**config.mk**
```make
export PLATFORM = sky130hd
export DESIGN_NAME = mc_control_unit
export DESIGN_NICKNAME = d
export VERILOG_FILES = /design/src/rtl/mc_control_unit.sv
export SDC_FILE = /design/constraint.sdc
export NUM_CORES = 1
export LEC_CHECK = 0
export ABC_AREA = 1
export ABC_CLOCK_PERIOD_IN_PS = 3460
export BUFFER_PORTS_ARGS = -buffer_cell sky130_fd_sc_hd__buf_2
export CAP_MARGIN = 20
export CORE_AREA = 10 10 47 49
export CTS_CLUSTER_SIZE = 28
export DETAILED_ROUTE_END_ITERATION = 10
export DIE_AREA = 0 0 57 59
export PLACE_DENSITY = 0.87
export SYNTH_ARGS = -nofsm -noshare
export SYNTH_HDL_FRONTEND = slang
export SYNTH_SLANG_ARGS = --single-unit
```
**constraint.sdc**
```tcl
create_clock -name clk -period 3.46 [get_ports clk]
set_clock_uncertainty 0.15 [all_clocks]
set_input_delay 0.346 -clock clk [delete_from_list [all_inputs] [get_ports clk]]
set_output_delay 0.346 -clock clk [all_outputs]
set_load 0.02 [all_outputs]
```
**src/rtl/mc_control_unit.sv**
```systemverilog
// Multicycle MIPS control unit: Moore sequencer for fetch/decode/execute/memory/writeback
// plus the combinational ALU function decoder feeding the ALU's F input.
module mc_control_unit (
    input  logic       clk,
    input  logic       reset_n,
    input  logic [5:0] op,
    input  logic [5:0] funct,
    input  logic       zero,
    output logic       iord,
    output logic       memwrite,
    output logic       irwrite,
    output logic       regdst,
    output logic       memtoreg,
    output logic       regwrite,
    output logic       alusrca,
    output logic [1:0] alusrcb,
    output logic [1:0] pcsrc,
    output logic       pcen,
    output logic [2:0] alucontrol,
    output logic [3:0] state
);

    typedef enum logic [3:0] {
        FETCH   = 4'd0,
        DECODE  = 4'd1,
        MEMADR  = 4'd2,
        MEMRD   = 4'd3,
        MEMWB   = 4'd4,
        MEMWR   = 4'd5,
        RTYPEEX = 4'd6,
        RTYPEWB = 4'd7,
        BEQEX   = 4'd8,
        ADDIEX  = 4'd9,
        ADDIWB  = 4'd10,
        JEX     = 4'd11
    } state_t;

    localparam logic [5:0] OP_RTYPE = 6'b000000;
    localparam logic [5:0] OP_J     = 6'b000010;
    localparam logic [5:0] OP_BEQ   = 6'b000100;
    localparam logic [5:0] OP_ADDI  = 6'b001000;
    localparam logic [5:0] OP_LW    = 6'b100011;
    localparam logic [5:0] OP_SW    = 6'b101011;

    state_t      state_r;
    state_t      next_state_s;
    logic        iord_s;
    logic        memwrite_s;
    logic        irwrite_s;
    logic        regdst_s;
    logic        memtoreg_s;
    logic        regwrite_s;
    logic        alusrca_s;
    logic [1:0]  alusrcb_s;
    logic [1:0]  pcsrc_s;
    logic        pcwrite_s;
    logic        branch_s;
    logic [1:0]  aluop_s;
    logic [2:0]  alucontrol_s;

    // State register; reset lands in FETCH without waiting for a clock edge.
    always_ff @(posedge clk or negedge reset_n) begin
        if (!reset_n) begin
            state_r <= FETCH;
        end else begin
            state_r <= next_state_s;
        end
    end

    // Next-state selection and Moore output decode for the current state.
    always_comb begin
        next_state_s = FETCH;
        iord_s       = 1'b0;
        memwrite_s   = 1'b0;
        irwrite_s    = 1'b0;
        regdst_s     = 1'b0;
        memtoreg_s   = 1'b0;
        regwrite_s   = 1'b0;
        alusrca_s    = 1'b0;
        alusrcb_s    = 2'b00;
        pcsrc_s      = 2'b00;
        pcwrite_s    = 1'b0;
        branch_s     = 1'b0;
        aluop_s      = 2'b00;
        case (state_r)
            FETCH: begin
                next_state_s = DECODE;
                alusrcb_s    = 2'b01;
                irwrite_s    = 1'b1;
                pcwrite_s    = 1'b1;
            end
            DECODE: begin
                alusrcb_s = 2'b11;
                case (op)
                    OP_LW, OP_SW: next_state_s = MEMADR;
                    OP_RTYPE:     next_state_s = RTYPEEX;
                    OP_BEQ:       next_state_s = BEQEX;
                    OP_ADDI:      next_state_s = ADDIEX;
                    OP_J:         next_state_s = JEX;
                    default:      next_state_s = FETCH;
                endcase
            end
            MEMADR: begin
                alusrca_s = 1'b1;
                alusrcb_s = 2'b10;
                if (op == OP_LW) begin
                    next_state_s = MEMRD;
                end else begin
                    next_state_s = MEMWR;
                end
            end
            MEMRD: begin
                next_state_s = MEMWB;
                iord_s       = 1'b1;
            end
            MEMWB: begin
                memtoreg_s = 1'b1;
                regwrite_s = 1'b1;
            end
            MEMWR: begin
                iord_s     = 1'b1;
                memwrite_s = 1'b1;
            end
            RTYPEEX: begin
                next_state_s = RTYPEWB;
                alusrca_s    = 1'b1;
                aluop_s      = 2'b10;
            end
            RTYPEWB: begin
                regdst_s   = 1'b1;
                regwrite_s = 1'b1;
            end
            BEQEX: begin
                alusrca_s = 1'b1;
                aluop_s   = 2'b01;
                pcsrc_s   = 2'b01;
                branch_s  = 1'b1;
            end
            ADDIEX: begin
                next_state_s = ADDIWB;
                alusrca_s    = 1'b1;
                alusrcb_s    = 2'b10;
            end
            ADDIWB: begin
                regwrite_s = 1'b1;
            end
            JEX: begin
                pcsrc_s   = 2'b10;
                pcwrite_s = 1'b1;
            end
            default: begin
                next_state_s = FETCH;
            end
        endcase
    end

    // ALU function decode; funct only matters while executing an R-type.
    always_comb begin
        alucontrol_s = 3'b010;
        case (aluop_s)
            2'b00: alucontrol_s = 3'b010;
            2'b01: alucontrol_s = 3'b110;
            2'b10: begin
                case (funct)
                    6'b100000: alucontrol_s = 3'b010;
                    6'b100010: alucontrol_s = 3'b110;
                    6'b100100: alucontrol_s = 3'b000;
                    6'b100101: alucontrol_s = 3'b001;
                    6'b101010: alucontrol_s = 3'b111;
                    default:   alucontrol_s = 3'b010;
                endcase
            end
            default: alucontrol_s = 3'b010;
        endcase
    end

    // Enables are gated by reset so an abandoned instruction can never write.
    assign irwrite    = irwrite_s  & reset_n;
    assign regwrite   = regwrite_s & reset_n;
    assign memwrite   = memwrite_s & reset_n;
    assign pcen       = reset_n & (pcwrite_s | (branch_s & zero));
    assign iord       = iord_s;
    assign regdst     = regdst_s;
    assign memtoreg   = memtoreg_s;
    assign alusrca    = alusrca_s;
    assign alusrcb    = alusrcb_s;
    assign pcsrc      = pcsrc_s;
    assign alucontrol = alucontrol_s;
    assign state      = state_r;

endmodule

```
Word-level counts from Yosys, hierarchy flattened
Index checks and enable logic that the tools add are counted.
W data, S select, Z words.
{"block": "word_totals", "register_bits": 4, "latchBits": 0, "ramBits": 0, "romBits": 0, "elab_cells": 54, "mem_count": 0}
{"block": "classes", "add_sub_neg": 0, "n_mul": 0, "n_div": 0, "n_lt_le_gt_ge": 0, "n_eq_ne": 22, "n_shift": 0, "mux": 17, "bitwise_logic": 6, "n_reduce_logical": 8}
{"cell": "$eq A6 B6 Y1 const B", "count": 6}
{"cell": "$pmux W4 S6", "count": 1}
{"cell": "$pmux W4 S5", "count": 1}
{"cell": "$eq A4 B3 Y1 const B", "count": 4}
{"cell": "$eq A4 B4 Y1 const B", "count": 4}
{"cell": "$pmux W3 S4", "count": 1}
{"cell": "$mux W1", "count": 9}
{"cell": "$eq A4 B2 Y1 const B", "count": 2}
{"cell": "$pmux W2 S2", "count": 2}
{"cell": "$reduce_or A2 Y1", "count": 4}
{"cell": "$eq A6 B2 Y1 const B", "count": 1}
{"cell": "$eq A6 B3 Y1 const B", "count": 1}
{"cell": "$eq A6 B4 Y1 const B", "count": 1}
{"cell": "$logic_not A6 Y1", "count": 1}
{"cell": "$pmux W2 S3", "count": 1}
{"cell": "$pmux W3 S2", "count": 1}
{"cell": "$and A1 B1 Y1", "count": 5}
{"cell": "$eq A4 B1 Y1 const B", "count": 1}
{"cell": "$logic_not A4 Y1", "count": 1}
{"cell": "$reduce_or A4 Y1", "count": 1}
{"cell": "$mux W3", "count": 1}
{"cell": "$reduce_or A3 Y1", "count": 1}
{"cell": "$eq A2 B1 Y1 const B", "count": 1}
{"cell": "$eq A2 B2 Y1 const B", "count": 1}
{"cell": "$or A1 B1 Y1", "count": 1}

Longest topological paths before layout
Gate-level depths: netlist of run 1.
{"block": "logic_depth", "word_depth": 5, "mapped_depth": 8, "ltp_nobuf": 8}

Worst setup path before layout of run 1
Ideal clock, no wire load.
{"block": "synth_path", "path_kind": "register -> output", "start": "register state_r[3] (netlist: state[3])", "end": "output port alucontrol[2]", "arrival_ns": 1.917, "required_time_ns": 2.964, "setup_slack_ns": 1.047, "stages_incl_launch_ff": 8, "path_buffers": 0, "path_cell_list": "dfrtp_1 > inv_1 > nor2_1 > inv_1 > nor2_1 > inv_1 > ha_1 > a21oi_1"}
{"block": "synth_between", "elab_chain_len": 4, "elab_cells_between_ends": 6}
{"item": "start: declaration", "line_no": "45", "rtl": "state_t state_r;"}
{"item": "start signal: assignment", "line_no": "66", "rtl": "state_r <= next_state_s;"}
{"item": "$eq A4 B4 Y1 or $eq A4 B3 Y1 (tied branches)", "line_no": "85", "rtl": "case (state_r)"}
{"item": "$pmux W2 S2 *", "line_no": "85"}
{"item": "$eq A2 B2 Y1 or $eq A2 B1 Y1 (tied branches)", "line_no": "160", "rtl": "case (aluop_s)"}
{"item": "$pmux W3 S2 *", "line_no": "160"}
{"item": "end: declaration", "line_no": "19", "rtl": "output logic [2:0] alucontrol,"}
Every way passes the cells marked *; elsewhere a longest branch is shown, timed or not.

Worst setup path in the final report of run 1
Ends and elaborated chain as after synthesis.

==> metrics.md, run 1 <==
| Metric | Value |
|---|---|
| Hold/Removal Path Class | in2reg |
| Post-CTS resize count | 0 |
| DR pass1 iterations | 4 |
| Row Count | 14 |
| Die Y | 59 um |
| Final WL | around 1800 um |
| Dpl ws | about 1.4 ns |
| N_diodes | 0 |
| Yosys warnings | 0 |
| Seq cells post-synth | 4 |
| Syn-to-layout area delta | 38.9% |
| Final Hold Vio Count | 0 |
| F_max | 429 MHz |
| Slew headroom | ~81% |
| Top Ports | 34 |
| First-pass GRT wire length | 3140 um |
| Main combinational cell family by area after synthesis | simple AND/OR/NAND/NOR gates |
| Adder-cell share of the synthesized area | 4.47% |
| Initial antenna violation count | 0 |
| Cells after Synth | ~110 |
| Die Wd | roughly 57 um |
| RSZ-0062 raised after global routing | false |
| XOR/XNOR Fraction of Synth Area | 0% |
| Gpl congestion | 0.859 |
| Pin count of the biggest net entering global routing | 7 |
| Met1 Use GR | roughly a tenth |
| Met2 usage | 21.4% |
| Nets | ~170 |
| Seq. cell area | between 100 and 150 um^2 |
| Vias | 792 |
| Simple-gate share of the synthesized area | roughly half |
| Fin. max-slew vios | 0 |
| Worst R2R Start | state[2] |
| Buffers on Ports | 33 |
| Max VDD drop | between 300 and 400 uV |
| Max cap viols | 0 |
| Synthesized area per cell | between 5 and 6 um^2 |
| Sum Neg Setup Slack | 0 ns |
| Fill cells | ~160 |
| Status | finished clean |
| Worst Min Path Start | op[2] |
| GR Util met3 | 2.79% |
| Crit Path Class | reg2out |
| Final worst path period share | 67.4% |
| Syn nets | between 100 and 150 |
| Clock H-tree levels | 1 |
| Commonest non-fill, non-tap cell in the layout | nand2_1 |
| CP Capture Type | primary output |
| Hold Path Sink | state[2] |
| Final ANT Viol Nets | 0 |
| Worst skew pair latency | about 0.22 ns |
| Fin worst setup slack | about 1.1 ns |
| Core area | 0.00140 mm^2 |
| Top Usage Layer GRT | met2 |
| Total Power | ~0.00035 W |
| Final HPWL DP | between 1500 and 2000 um |
| CP arrival | ~1.8 ns |
| Commonest non-fill, non-tap cells in the layout | nand2_1, buf_2, inv_1 |
| R2R Setup Slk | around 2.2 ns |
| Setup-failing EPs final | 0 |
| Measured slew at the worst slew-check pin | ~0.28 ns |
| Total Routing Usage GR | a little over a tenth |
| Die ar. | around 0.0034 mm^2 |
| Layout cells sized above 1 | roughly 27% |
| P_leak | 0.541 nW |
| Mux cell area share after synthesis | 0% |
| CTS sink count | 4 |
| Initial drt markers | 18 |
| Worst Path Required | ~3.0 ns |
| Crit-path max FO | 4 |
| Synth Area in Compound Gates | 7.61% |
| Clock buffer depth | 2 |
| Distinct cells, synth | 15 |
| Routed length per placed instance | roughly 11 um |
| FF-to-FF path depth | 6 |
| Startpoint types | register |
| Num CTS Buffers | 3 |
| Vias in the first global route | 762 |
| CTS tree | yes |
| WHS Path Cells | 5 |
| Post-synthesis sequential area ratio | between 15 and 20% |
| RR Endpoint | state[1] |
| Grt ovf | 0 |
| Clk slew on worst S/H paths | around 0.030 ns |
| Pwr dens | approximately 450 mW/mm^2 |
| Root Driver | clkbuf_4 |
| Multi-input logic area | roughly 350 um^2 |
| DRC errors left | 0 |
| Synth Cell Area | 559 um^2 |
| Vias per cell | around 4.8 |
| Max reg flops | 4 |
| Initial Util | between 30% and 40% |
| Crit path time final | around 2.3 ns |
-- how the worst max path moves through the flow --
stage                     startpoint            end  slack [ns]  cells after the start
after detailed placement    state[0]  alucontrol[2]        1.37                      7
after CTS                   state[0]  alucontrol[2]        1.12                      7
after global placement      state[0]  alucontrol[1]        1.44                      8
after global routing        state[3]  alucontrol[0]        0.92                      9
after floorplan             state[3]  alucontrol[2]        1.05                      7
final                       state[3]  alucontrol[2]        1.13                      8
-- area by class of cell --
type,instances,area share (%)
clock buffer,3,2.90
inverter,28,13.5
multi-input combinational,79,45.6
sequential,4,12.9
tap,16,2.58
timing repair buffer,34,22.5
-- what timing repair did --
action,CTS,global route
setup buffers,0,0
hold buffers,1,0
endpoints found under the hold margin,4,0
-- cells by family (layout without fill, tap and decap cells) --
group,count (synthesis),count (layout)
adder cells (fa/ha/maj),2,2
AND/OR/NAND/NOR,69,69
flip-flops,4,4
AO/OA/AOI/OAI,8,8
buffers and inverters,28,65
-- per-layer routing --
metal	routed length, um	vias up
li1	-	403
met4	18	0
met1	642	356
met2	992	31
met5	0	-
met3	122	2
-- cell usage after synthesis (all sizes together) --
cell type	instances	area [um^2]
a21oi	1	5.00
a31oi	1	6.26
dfrtp	4	100
ha	2	25.0
inv	28	105
nand2	36	138
nand3	5	25.0
nand4	1	6.26
nor2	26	113
nor3	1	5.00
o21ai	5	25.0
o22ai	1	6.26
-- power breakdown --
| part | internal [W] | total (W) | switching, W | leakage, nW |
|---|---|---|---|---|
| Sequential | 0.0000581 | 0.0000756 | 0.0000175 | 0.0532 |
| Clock | 0.0000385 | 0.0000531 | 0.0000147 | 0.0138 |
| Combinational | 0.0000700 | 0.000224 | 0.000154 | 0.474 |
-- worst max-delay path, cell delays in order, from the launching register on --
cell and delay (ns):
dfrtp_1 0.37, inv_1 0.08, nor2_1 0.19, inv_1 0.12, nor2_1 0.19, inv_1 0.07, ha_1 0.30, a21oi_1 0.11
buf_2 0.18
-- stage by stage --
stage / std cells / utilization, % / hold slack (ns) / area [um^2]
after floorplan: 111 / - / -0.0996 / 559
after global placement: 160 / 53.1 / 0.0143 / 744
after detailed placement: 160 / 53.1 / 0.0134 / 744
after CTS: 164 / 55.4 / 0.317 / 777
after global routing: 164 / 55.4 / 0.386 / 777
final: 164 / 55.4 / 0.353 / 777
(Power assumes the default switching activity.)
==> run 2: changes to the inputs <==
- ABC_CLOCK_PERIOD_IN_PS: 3460 -> 2000
- CORE_AREA: 10 10 47 49 -> not set
- CORE_MARGIN: not set -> 10
- CORE_UTILIZATION: not set -> 37
- DIE_AREA: 0 0 57 59 -> not set
- PLACE_DENSITY: 0.87 -> 0.82
- clock period: 3.46 -> 2 ns (I/O delays scaled with it)
==> metrics.md, run 2 (same netlist as run 1, synthesis figures left out) <==
| Metric | Value |
|---|---|
| Sequential group share of total power | 18.9% (-2.6 points) |
| Vias in the first global route | 792 (+3.9%) |
| Dpl cells | 161 (+0.63%) |
| Setup-failing EPs final | 0 (unchanged) |
| Clock H-tree levels | 1 (unchanged) |
| Final core utilization | 67.7% (+12 points) |
| Num CTS Buffers | 3 (unchanged) |
| Measured slew at the worst slew-check pin | 0.228 ns (-0.0544 ns) |
| Row Count | 13 (-1) |
| Initial drt markers | 40 (+22) |
| Final worst path period share | between 90% and 100% |
| Int Power | 0.000358 W (+120%) |
| Die ar. | 0.00347 mm^2 (+3.1%) |
| F_max | 511 MHz |
| Placed cell area | 769 um^2 (+3.4%) |
| CP Cell Sequence | inv_1 -> nor2_4 -> nand2_2 -> inv_2 -> ha_4 -> nand3_2 -> a21oi_2 -> buf_4 |
| Clk pwr share | 12.5% (-2.6 points) |
| Worst R2R Start | state[2] |
| Core area | 0.00137 mm^2 (-2.5%) |
| Crit path buf inv count | 3 (-1) |
| Final HPWL DP | 1570 um (+0.88%) |
| Seq. cell area | 104 um^2 (+3.8%) |
| Pwr dens | 810 mW/mm^2 (+79%) |
| Root Driver | clkbuf_4 |
| Slew headroom | 84.7% (+3.6 points) |
| Gpl congestion | 0.920 (+7.1%) |
| Post-Layout Inst Area | 925 um^2 (+19%) |
| Nets | 176 (+5.4%) |
| Die Wd | 58.9 um (+3.3%) |
| N_diodes | 0 (unchanged) |
| Total Routing Usage GR | 11.3% (+0.50 points) |
| Initial antenna violation count | 0 (unchanged) |
| Final ANT Viol Nets | 0 (unchanged) |
| Max cap viols | 0 (unchanged) |
| Net Switching | 0.000390 W (+110%) |
| CP Capture Type | primary output |
| Initial Util | 40.9% (+1.0 points) |
| Routed length per placed instance | 12.7 um (+18%) |
| Commonest non-fill, non-tap cell in the layout | nand2_1 |
| R2R Setup Slk | 0.66 ns (-1.50 ns) |
| Final Hold Vio Count | 0 (unchanged) |
| Max reg flops | 4 (unchanged) |
| Fill cells | 118 (-24%) |
| Fin worst setup slack | 0.0414 ns (-1.09 ns) |
| Vias | 833 (+5.2%) |
| Die Y | 58.9 um (-0.20%) |
| Worst Path Required | 1.65 ns (-1.31 ns) |
| Crit path max-delay family | flip-flops |
| DRC errors left | 0 (unchanged) |
| Syn-to-layout area delta | 65.3% |
| Max VDD drop | 767 uV (+93%) |
| Clk slew on worst S/H paths | 0.03 ns (about the same) |
| First-pass GRT wire length | 3240 um (+3.3%) |
| Crit path depth | 8 (unchanged) |
| Grt ovf | 0 (unchanged) |
| Layout cells sized above 1 | 42.7% (+16 points) |
| Top Ports | 34 (unchanged) |
| CP startpoint | state[2] |
| Buffers on Ports | 33 (unchanged) |
| Fin cells | 172 (+4.9%) |
| Multi-input logic area | 417 um^2 (+18%) |
| Clock buffer depth | 2 (unchanged) |
| RR Endpoint | state[1] |
| P_leak | 0.584 nW (+8.0%) |
| CP arrival | 1.61 ns (-0.23 ns) |
| Crit-path max FO | 4 (unchanged) |
| Final WL | 2190 um (+23%) |
| Dpl ws | 0.148 ns (-1.22 ns) |
| Crit path time final | between 1.5 and 2 ns |
| CP peak stage delay | 0.40 ns (+0.03 ns) |
| Comb pwr share | 68.6% (+5.1 points) |
| Sw Share | 52.1% (-0.60 points) |
| Status | finished clean |
| Vias per cell | 4.84 (+0.28%) |
| Commonest non-fill, non-tap cells in the layout | nand2_1, buf_2, inv_1 |
| CP endpoint | alucontrol[2] |
| Hold/Removal Path Class | in2async |
| CTS sink count | 4 (unchanged) |
| Fin. max-slew vios | 0 (unchanged) |
| Pin count of the biggest net entering global routing | 7 (unchanged) |
| Crit Path Class | reg2out |
| FF-to-FF path depth | 7 (+1) |
| Worst skew pair latency | 0.23 ns (about the same) |
| Slowest CP cell | dfrtp_1 |
| DR pass1 iterations | 4 (unchanged) |
| CTS tree | yes |
| Startpoint types | register |
## run 2: changes by cell type in the layout (fill, tap and decap cells not counted), moves of 2 or more
cell / change
nor2_4: +4
nor2_1: -5
inv_1: -5
buf_2: -3
inv_2: +5
dfrtp_1: -3
dfrtp_2: +3
buf_6: +2
buf_4: +10
## run 2: metrics by stage
stage          TNS (ns)  hold slack [ns]  total power (W)
2_1_floorplan         0           -0.246         0.000401
3_3_place_gp          0           -0.129         0.000546
3_5_place_dp          0           -0.132         0.000551
4_1_cts               0            0.172         0.000682
5_1_grt          -0.179            0.211         0.000803
6_report              0            0.204         0.000749
## run 2: final cells by class
type | instances | area share [%]
multi-input cells | 79 | 45.1
repair buffers | 43 | 27.9
inverters | 28 | 11.4
flip-flops and latches | 4 | 11.2
clock buffers | 3 | 2.44
well taps | 15 | 2.03
## run 2: worst reg2reg max path: cells and delay by family (launching register included)
| family | cells | cell delay (ns) |
|---|---|---|
| buffers and inverters | 2 | 0.21 |
| and+or+nand+nor | 5 | 0.48 |
| DFF | 1 | 0.40 |
## run 2: worst min path at each step
stage	endpoint	slack (ns)
after floorplan	state[0]	-0.25
final	state[2]	0.20
after global placement	state[1]	-0.13
after CTS	state[2]	0.17
after global routing	state[3]	0.21
after detailed placement	state[3]	-0.13
## run 2: metal layers
| metal | global-route usage [%] | routed length [um] | share of wire [%] | up-vias |
|---|---|---|---|---|
| li1 | - | - | - | 420 |
| met4 | 5.57 | 91 | 4.2 | 0 |
| met3 | 4.08 | 182 | 8.3 | 15 |
| met5 | 0 | 0 | 0 | - |
| met2 | 19.5 | 1120 | 51 | 44 |
| met1 | 11.8 | 799 | 36 | 354 |
## run 2: repair_timing
action | in CTS | in global routing
setup buffers | 1 | 6
endpoints found under the hold margin | 4 | 0
endpoints found under the setup margin | 3 | 3
hold buffers | 1 | 0
pin swaps | 1 | 8
gates resized for setup | 9 | 15
## run 2: power by group through the flow
stage	combinational [W]	clock, W	sequential, W
6_report	0.000513	0.0000937	0.000142
5_1_grt	0.000556	0.000103	0.000144
4_1_cts	0.000452	0.0000988	0.000131
3_5_place_dp	0.000419	0	0.000132
3_3_place_gp	0.000414	0	0.000131
2_1_floorplan	0.000249	0	0.000152
